===== src/rtl/cpu_pkg.sv =====
// Shared definitions for the 64-bit RISC-V pipeline: machine widths,
// base opcodes used by decode/immediate generation, and the fetch entry type.
package cpu_pkg;

  localparam int XLEN        = 64;
  localparam int ILEN        = 32;
  localparam int INSTR_BYTES = 4;

  // Major opcodes (instr[6:0]) of RV64I.
  typedef enum logic [6:0] {
    OPC_LOAD     = 7'b0000011,
    OPC_MISC_MEM = 7'b0001111,
    OPC_OP_IMM   = 7'b0010011,
    OPC_AUIPC    = 7'b0010111,
    OPC_OP_IMM32 = 7'b0011011,
    OPC_STORE    = 7'b0100011,
    OPC_OP       = 7'b0110011,
    OPC_LUI      = 7'b0110111,
    OPC_OP32     = 7'b0111011,
    OPC_BRANCH   = 7'b1100011,
    OPC_JALR     = 7'b1100111,
    OPC_JAL      = 7'b1101111,
    OPC_SYSTEM   = 7'b1110011
  } opcode_e;

  // One buffered fetch result: the instruction and the PC it came from.
  typedef struct packed {
    logic [XLEN-1:0] pc;
    logic [ILEN-1:0] instr;
  } fetch_entry_t;

  // Sequential PC; wraps modulo 2^XLEN.
  function automatic logic [XLEN-1:0] next_pc(input logic [XLEN-1:0] pc);
    return pc + XLEN'(INSTR_BYTES);
  endfunction

endpackage


===== src/rtl/if_fetch_stage_if.sv =====
// Fetch-stage bus: instruction-memory request/response and decode handoff.
// The master modport is the fetch stage; the slave modport is its environment.
interface if_fetch_stage_if;
  import cpu_pkg::*;

  logic            imem_req_valid_o;
  logic [XLEN-1:0] imem_req_addr_o;
  logic            imem_req_ready_i;
  logic            imem_rsp_valid_i;
  logic [ILEN-1:0] imem_rsp_instr_i;
  logic            redirect_valid_i;
  logic [XLEN-1:0] redirect_pc_i;
  logic            id_valid_o;
  logic            id_ready_i;
  logic [ILEN-1:0] id_instr_o;
  logic [XLEN-1:0] id_pc_o;

  modport master (
    output imem_req_valid_o, imem_req_addr_o,
    input  imem_req_ready_i, imem_rsp_valid_i, imem_rsp_instr_i,
    input  redirect_valid_i, redirect_pc_i,
    output id_valid_o, id_instr_o, id_pc_o,
    input  id_ready_i
  );

  modport slave (
    input  imem_req_valid_o, imem_req_addr_o,
    output imem_req_ready_i, imem_rsp_valid_i, imem_rsp_instr_i,
    output redirect_valid_i, redirect_pc_i,
    input  id_valid_o, id_instr_o, id_pc_o,
    output id_ready_i
  );

endinterface


===== src/rtl/fetch_fifo.sv =====
// Small synchronous circular-buffer FIFO with clear and occupancy count.
// Push into a full FIFO and pop from an empty FIFO are ignored.
module fetch_fifo #(
  parameter int WIDTH = 96,
  parameter int DEPTH = 2
) (
  input  logic                         clk_i,
  input  logic                         rst_i,
  input  logic                         clear,
  input  logic                         push,
  input  logic                         pop,
  input  logic [WIDTH-1:0]             wdata,
  output logic [WIDTH-1:0]             rdata,
  output logic                         full,
  output logic                         empty,
  output logic [$clog2(DEPTH+1)-1:0]   count
);

  localparam int AW = (DEPTH > 1) ? $clog2(DEPTH) : 1;
  localparam int CW = $clog2(DEPTH+1);

  logic [WIDTH-1:0] mem [DEPTH];
  logic [AW-1:0]    wr_ptr, rd_ptr;
  logic             do_push, do_pop;

  function automatic logic [AW-1:0] bump(input logic [AW-1:0] p);
    return (p == AW'(DEPTH-1)) ? '0 : p + AW'(1);
  endfunction

  assign full    = (count == CW'(DEPTH));
  assign empty   = (count == '0);
  assign do_push = push && !full;
  assign do_pop  = pop && !empty;
  assign rdata   = mem[rd_ptr];

  // Pointer and occupancy bookkeeping; clear and reset empty the FIFO.
  // NOTE: sequential state uses non-blocking (<=) so every flop samples pre-edge values.
  always_ff @(posedge clk_i) begin
    if (rst_i || clear) begin
      wr_ptr <= '0;
      rd_ptr <= '0;
      count  <= '0;
    end else begin
      if (do_push) wr_ptr <= bump(wr_ptr);
      if (do_pop)  rd_ptr <= bump(rd_ptr);
      count <= count + CW'(do_push) - CW'(do_pop);
    end
  end

  // Entry storage.
  // NOTE: storage has no reset; validity is carried entirely by count/pointers.
  always_ff @(posedge clk_i) begin
    if (do_push) mem[wr_ptr] <= wdata;
  end

endmodule


===== src/rtl/if_fetch_stage.sv =====
// Instruction fetch stage: owns the PC, issues in-order word requests under a
// credit limit, buffers returned words with their PCs, and flushes on redirect.
module if_fetch_stage
  import cpu_pkg::*;
#(
  parameter logic [XLEN-1:0] RESET_PC = '0,
  parameter int              DEPTH    = 2
) (
  input  logic              clk_i,
  input  logic              rst_i,
  if_fetch_stage_if.master  bus
);

  localparam int          CW      = $clog2(DEPTH+1);
  localparam logic [CW:0] DEPTH_W = (CW+1)'(DEPTH);

  logic [XLEN-1:0] req_pc, rsp_pc;
  logic [CW-1:0]   inflight, inflight_next;
  logic [CW-1:0]   drop, drop_next;
  logic [CW-1:0]   fifo_count;
  logic [CW:0]     demand;
  logic            fifo_full, fifo_empty;
  logic            redirect, req_fire, rsp, pop, push;
  fetch_entry_t    head, wentry;

  assign redirect = bus.redirect_valid_i;
  assign rsp      = bus.imem_rsp_valid_i;

  // Decode handoff: head of FIFO, suppressed in a redirect cycle.
  assign bus.id_valid_o = !fifo_empty && !redirect;
  assign bus.id_instr_o = head.instr;
  assign bus.id_pc_o    = head.pc;
  assign pop            = bus.id_valid_o && bus.id_ready_i;

  // Credit: owed responses plus buffered entries (after this cycle's pop) must
  // stay below DEPTH, so every returned word is guaranteed a FIFO slot.
  assign demand = (CW+1)'(inflight) + (CW+1)'(fifo_count) - (CW+1)'(pop);

  assign bus.imem_req_valid_o = !rst_i && !redirect && (demand < DEPTH_W);
  assign bus.imem_req_addr_o  = req_pc;
  assign req_fire             = bus.imem_req_valid_o && bus.imem_req_ready_i;

  // Next-state of the owed/discard counters and the push decision.
  // NOTE: every always_comb output gets a default first so no latch is inferred.
  always_comb begin
    inflight_next = inflight + CW'(req_fire) - CW'(rsp);
    drop_next     = drop;
    push          = 1'b0;
    if (redirect) begin
      // Everything still owed after this edge belongs to the old stream.
      drop_next = inflight_next;
    end else if (rsp) begin
      if (drop != '0) drop_next = drop - CW'(1);
      else            push      = !fifo_full;
    end
  end

  // PC and counter state; redirect overrides normal advance.
  always_ff @(posedge clk_i) begin
    if (rst_i) begin
      req_pc   <= RESET_PC;
      rsp_pc   <= RESET_PC;
      inflight <= '0;
      drop     <= '0;
    end else begin
      inflight <= inflight_next;
      drop     <= drop_next;
      if (redirect) begin
        req_pc <= bus.redirect_pc_i;
        rsp_pc <= bus.redirect_pc_i;
      end else begin
        if (req_fire) req_pc <= next_pc(req_pc);
        if (push)     rsp_pc <= next_pc(rsp_pc);
      end
    end
  end

  assign wentry = '{pc: rsp_pc, instr: bus.imem_rsp_instr_i};

  fetch_fifo #(
    .WIDTH ($bits(fetch_entry_t)),
    .DEPTH (DEPTH)
  ) u_fifo (
    .clk_i (clk_i),
    .rst_i (rst_i),
    .clear (redirect),
    .push  (push),
    .pop   (pop),
    .wdata (wentry),
    .rdata (head),
    .full  (fifo_full),
    .empty (fifo_empty),
    .count (fifo_count)
  );

endmodule


===== src/flat_wrapper.sv =====
// flat-port wrapper written by rule: the top's interface ports become plain ports
module if_fetch_stage_flat import cpu_pkg::*;
#(
  parameter logic [XLEN-1:0] RESET_PC = '0,
  parameter int              DEPTH    = 2
)
  (clk_i, rst_i, bus_imem_req_valid_o, bus_imem_req_addr_o, bus_imem_req_ready_i, bus_imem_rsp_valid_i, bus_imem_rsp_instr_i, bus_redirect_valid_i, bus_redirect_pc_i, bus_id_valid_o, bus_id_instr_o, bus_id_pc_o, bus_id_ready_i);
  if_fetch_stage_if bus_i ();
  input  logic clk_i;
  input  logic rst_i;
  output wire logic [$bits(bus_i.imem_req_valid_o)-1:0] bus_imem_req_valid_o;
  output wire logic [$bits(bus_i.imem_req_addr_o)-1:0] bus_imem_req_addr_o;
  input wire logic [$bits(bus_i.imem_req_ready_i)-1:0] bus_imem_req_ready_i;
  input wire logic [$bits(bus_i.imem_rsp_valid_i)-1:0] bus_imem_rsp_valid_i;
  input wire logic [$bits(bus_i.imem_rsp_instr_i)-1:0] bus_imem_rsp_instr_i;
  input wire logic [$bits(bus_i.redirect_valid_i)-1:0] bus_redirect_valid_i;
  input wire logic [$bits(bus_i.redirect_pc_i)-1:0] bus_redirect_pc_i;
  output wire logic [$bits(bus_i.id_valid_o)-1:0] bus_id_valid_o;
  output wire logic [$bits(bus_i.id_instr_o)-1:0] bus_id_instr_o;
  output wire logic [$bits(bus_i.id_pc_o)-1:0] bus_id_pc_o;
  input wire logic [$bits(bus_i.id_ready_i)-1:0] bus_id_ready_i;
  assign bus_imem_req_valid_o = bus_i.imem_req_valid_o;
  assign bus_imem_req_addr_o = bus_i.imem_req_addr_o;
  assign bus_i.imem_req_ready_i = bus_imem_req_ready_i;
  assign bus_i.imem_rsp_valid_i = bus_imem_rsp_valid_i;
  assign bus_i.imem_rsp_instr_i = bus_imem_rsp_instr_i;
  assign bus_i.redirect_valid_i = bus_redirect_valid_i;
  assign bus_i.redirect_pc_i = bus_redirect_pc_i;
  assign bus_id_valid_o = bus_i.id_valid_o;
  assign bus_id_instr_o = bus_i.id_instr_o;
  assign bus_id_pc_o = bus_i.id_pc_o;
  assign bus_i.id_ready_i = bus_id_ready_i;
  if_fetch_stage #(.RESET_PC(RESET_PC), .DEPTH(DEPTH)) u_core (.clk_i(clk_i), .rst_i(rst_i), .bus(bus_i));
endmodule

===== config.mk =====
export PLATFORM = sky130hd
export DESIGN_NAME = if_fetch_stage_flat
export DESIGN_NICKNAME = d
export VERILOG_FILES = /design/src/rtl/cpu_pkg.sv /design/src/rtl/if_fetch_stage_if.sv /design/src/rtl/fetch_fifo.sv /design/src/rtl/if_fetch_stage.sv /design/src/flat_wrapper.sv
export SDC_FILE = /design/constraint.sdc
export NUM_CORES = 1
export LEC_CHECK = 0
export ABC_AREA = 0
export BUFFER_PORTS_ARGS = -buffer_cell sky130_fd_sc_hd__buf_2
export CORE_MARGIN = 2
export CORE_UTILIZATION = 25
export DETAILED_ROUTE_END_ITERATION = 8
export PLACE_DENSITY = 0.43
export SLEW_MARGIN = 30
export SYNTH_ARGS = -nofsm -noshare
export SYNTH_HDL_FRONTEND = slang
export SYNTH_SLANG_ARGS = --single-unit

===== constraint.sdc =====
create_clock -name clk_i -period 5.5 [get_ports clk_i]
set_input_delay 0.55 -clock clk_i [delete_from_list [all_inputs] [get_ports clk_i]]
set_output_delay 0.55 -clock clk_i [all_outputs]
set_load 0.03 [all_outputs]

==> metrics.md <==
| Metric | Value |
|---|---|
| DRC | `0` |
| Worst r2r path cells | `14` |
| CP max stage delay | `around 0.56 ns` |
| Routed Antenna Nets | `0` |
| Final setup fails | `0` |
| Sinks on Clock Net | `between 300 and 400` |
| Largest net degree at the start of global routing | `around 140` |
| Slew Limit Fails | `0` |
| Worst-Margin Slew | `approximately 1 ns` |
| Clock Path Buffers | `3` |
| Vias per cell | `about 4.9` |
| Post-synthesis cell area | `0.01474 sq mm` |
| Share of layout cells above drive strength 1 | `between 20% and 30%` |
| Hold Buf Count CTS | `0` |
| Number of flops mapped to enable cells by yosys | `about 190` |
| Worst hold stages | `1` |
| Routability Congestion | `between 0.8 and 0.9` |
| Leading cell type in the layout, fill and taps excluded | `buf_2` |
| Ports | `264` |
| DRT Wirelength | `approximately 52000 um` |
| WL per Instance | `between 20 and 25 um` |
| Post-synth top flop | `edfxtp_1` |
| Synth Instances | `approximately 1300` |
| Hold Fails Final Rpt | `0` |
| DR vias | `~12000` |
| Critical Path AT | `between 4 and 5 ns` |
| Skew-Pair Late Insertion Delay | `0.55 ns` |
| Core ar. | `just under 0.06 sq mm` |
| CTS resizes | `0` |
| Rows | `a little under 90` |
| Final Net Count | `between 1500 and 2000` |
| Maximum fanout along the worst path | `16` |
| Mean post-synth cell area | `between 10 and 15 sq um` |
| Clk slew on worst S/H paths | `0.06 ns` |
| Worst R2R Start | `u_core.u_fifo.count[0]` |
| CTS tree | `done` |
| Worst vdd ir | `about 0.21 mV` |
| Die X-Extent | `roughly 250 um` |
| Crit share post-route | `a little over 70%` |
| Worst R2R End | `u_core.bus.imem_req_addr_o[58]` |
| Leak | `between 0.006 and 0.007 uW` |
| Total CTS buffers | `40` |
| Grt ovf | `0` |
| Synth-to-Final Area Change | `23.72%` |
| Crit-path cells | `nor2_1, nor2_1, and2_1, ha_1, nand2b_1, fa_1, xor2_1, nand4_1, inv_1, buf_4, nand4_1, nor4_1, xnor2_1, a21boi_0` |
| Critical path buffers and inverters | `2` |
| Rel. slew slack | `around a third` |
| FF-to-FF setup slack | `between 1.5 and 2 ns` |
| Die H | `246.8 um` |
| H-tree depth | `2` |
| Layout fillers | `approximately 6000` |
| Hold Path Origin | `bus_imem_rsp_instr_i[29]` |
| Outcome | `completed` |
| Final min period | `between 3 and 4 ns` |
| TritonRoute pass-1 iters | `6` |
| Total GRT Usage | `between 10% and 20%` |
| Yosys cell types | `59` |
| Hold endpoint | `u_core.u_fifo.mem[0][29]` |
| Critical Path Source Type | `flip-flop` |
| PwrDens | `340.4 mW/mm^2` |
| Port bufs | `~260` |
| DRT iter0 DRCs | `slightly above 800` |
| Vias in the first global route | `about 11000` |
| Die area | `between 0.06 and 0.07 sq mm` |
| Fmax | `about 250 MHz` |
| Post-CTS Setup Bufs | `0` |
| Sequential share of the synthesized area | `approximately 58%` |
| Post-synthesis register bit count | `about 330` |
| YS warnings | `0` |
| Setup CP Type | `flip-flop to flip-flop` |
| Crit-path slowest cell | `nand4_1` |
| Most frequent cells in the layout | `buf_2 (263), edfxtp_1 (192), dfxtp_1 (136)` |
| First-pass GRT wire length | `between 70000 and 80000 um` |
| Hold crit path type | `input port to flip-flop` |
| Syn Nets | `between 1000 and 1500` |
| Clk_skew | `just over 0.02 ns` |
| CP required | `about 5.9 ns` |
| Maxcap violations | `0` |
| Gate family responsible for the most delay along the worst path | `simple AND/OR/NAND/NOR gates` |
| Fin Setup TNS | `0 ns` |
| CTS Root Cell | `clkbuf_16` |
| Initial antenna violation count | `6` |
| Crit end category | `flip-flop` |
| Unrepaired setup endpoints after global routing | `false` |
| Starting Density | `25.40%` |
| Async SR Flop Fraction | `0%` |
| WHS | `around 0.19 ns` |
| DP HPWL | `roughly 38000 um` |
## routing by layer
| layer | vias up | part of all wire [%] | global-route usage, % |
|---|---|---|---|
| li1 | 5435 | - | - |
| met1 | 5740 | 47 | 24.00 |
| met2 | 411 | 45 | 25.54 |
| met3 | 68 | 6.1 | 3.299 |
| met4 | 2 | 2.1 | 4.554 |
| met5 | - | 0.10 | 0 |
## through the flow
stage	utilization [%]	cells	area, sq um	total power, uW	setup WS, ns
floorplan	-	1308	14740	3361	1.324
global placement	29.18	2286	16930	3681	1.416
detailed placement	29.19	2286	16940	3687	1.353
CTS	31.38	2358	18210	6302	1.597
global route	31.42	2361	18230	6464	1.146
finish	31.42	2361	18230	6206	1.576
## how the worst max path moves through the flow
stage	from	to	slack, ns	depth (start not counted)
final	u_core.u_fifo.count[0]	u_core.bus.imem_req_addr_o[58]	1.58	14
after CTS	u_core.u_fifo.count[0]	u_core.bus.imem_req_addr_o[58]	1.60	14
after detailed placement	bus_redirect_valid_i	u_core.bus.imem_req_addr_o[36]	1.35	14
after global routing	u_core.u_fifo.count[0]	u_core.bus.imem_req_addr_o[58]	1.15	14
after global placement	bus_redirect_valid_i	u_core.bus.imem_req_addr_o[36]	1.42	14
after floorplan	bus_imem_rsp_valid_i	u_core.u_fifo.mem[0][0]	1.32	4
## sequential cells by signal, summed over array words and instances, names as in the netlist, named ones only
signal	count
u_core.u_fifo.mem	192
u_core.bus.imem_req_addr_o	64
u_core.rsp_pc	64
u_core.drop	2
u_core.inflight	2
u_core.u_fifo.count	2
u_core.u_fifo.rd_ptr	1
u_core.u_fifo.wr_ptr	1
## area by class of cell
| class | count | area (sq um) | area share, % |
|---|---|---|---|
| clock inverter | 13 | 105.1 | 0.5764 |
| clock buffer | 59 | 1164 | 6.382 |
| timing repair buffer | 281 | 1501 | 8.235 |
| inverter | 22 | 85.08 | 0.4666 |
| tap | 765 | 957.2 | 5.250 |
| sequential | 329 | 8512 | 46.69 |
| multi-input combinational | 890 | 5903 | 32.38 |
| antenna | 2 | 5.005 | 0.02745 |
## synth_stat cells, types with 3 or more instances
cell type | count | area share (%)
a211oi_1 | 19 | 0.97
a21boi_0 | 22 | 1.1
a21oi_1 | 51 | 1.7
a221oi_1 | 4 | 0.24
a311oi_1 | 4 | 0.24
a31oi_1 | 24 | 1.0
a32oi_1 | 3 | 0.18
and2_1 | 16 | 0.68
and3_1 | 27 | 1.1
and4_1 | 9 | 0.53
buf_1 | 4 | 0.10
buf_2 | 3 | 0.10
clkbuf_1 | 58 | 1.5
dfxtp_1 | 137 | 19
edfxtp_1 | 192 | 39
ha_1 | 9 | 0.76
inv_1 | 22 | 0.56
mux2_2 | 98 | 7.5
mux2i_1 | 3 | 0.20
nand2_1 | 105 | 2.7
nand2b_1 | 4 | 0.17
nand3_1 | 62 | 2.1
nand4_1 | 52 | 2.2
nor2_1 | 91 | 2.3
nor2b_1 | 3 | 0.13
nor3_1 | 34 | 1.2
nor4_1 | 28 | 1.2
nor4_2 | 3 | 0.25
o211ai_1 | 8 | 0.41
o21a_1 | 24 | 1.2
o21ai_0 | 36 | 1.2
o22ai_1 | 7 | 0.30
o311ai_0 | 3 | 0.18
or2_2 | 5 | 0.21
or3_1 | 19 | 0.81
or4_1 | 10 | 0.51
xnor2_1 | 52 | 3.1
xor2_1 | 29 | 1.7
## worst reg2reg max path: stages (launching register included)
cell      delay [ns]
dfxtp_1         0.39
nor2_1          0.06
nor2_1          0.13
and2_1          0.15
ha_1            0.21
nand2b_1        0.16
fa_1            0.39
xor2_1          0.23
nand4_1         0.56
inv_1           0.51
buf_4           0.31
nand4_1         0.13
nor4_1          0.27
xnor2_1         0.16
a21boi_0        0.10
## cells by family after synthesis
kind of cell / after synthesis / share of synthesized area [%]
flip-flops: 329 / 57.73
XOR/XNOR: 81 / 4.814
AO/OA/AOI/OAI: 217 / 9.501
multiplexers: 101 / 7.692
AND/OR/NAND/NOR: 481 / 16.96
adder cells (fa/ha/maj): 10 / 0.9000
buffers and inverters: 89 / 2.394
## power by group
group	internal (uW)	switching, uW
clock network	1550	1030
logic	240	501
registers	2760	133
No activity file was read; power rests on OpenSTA's default activity.
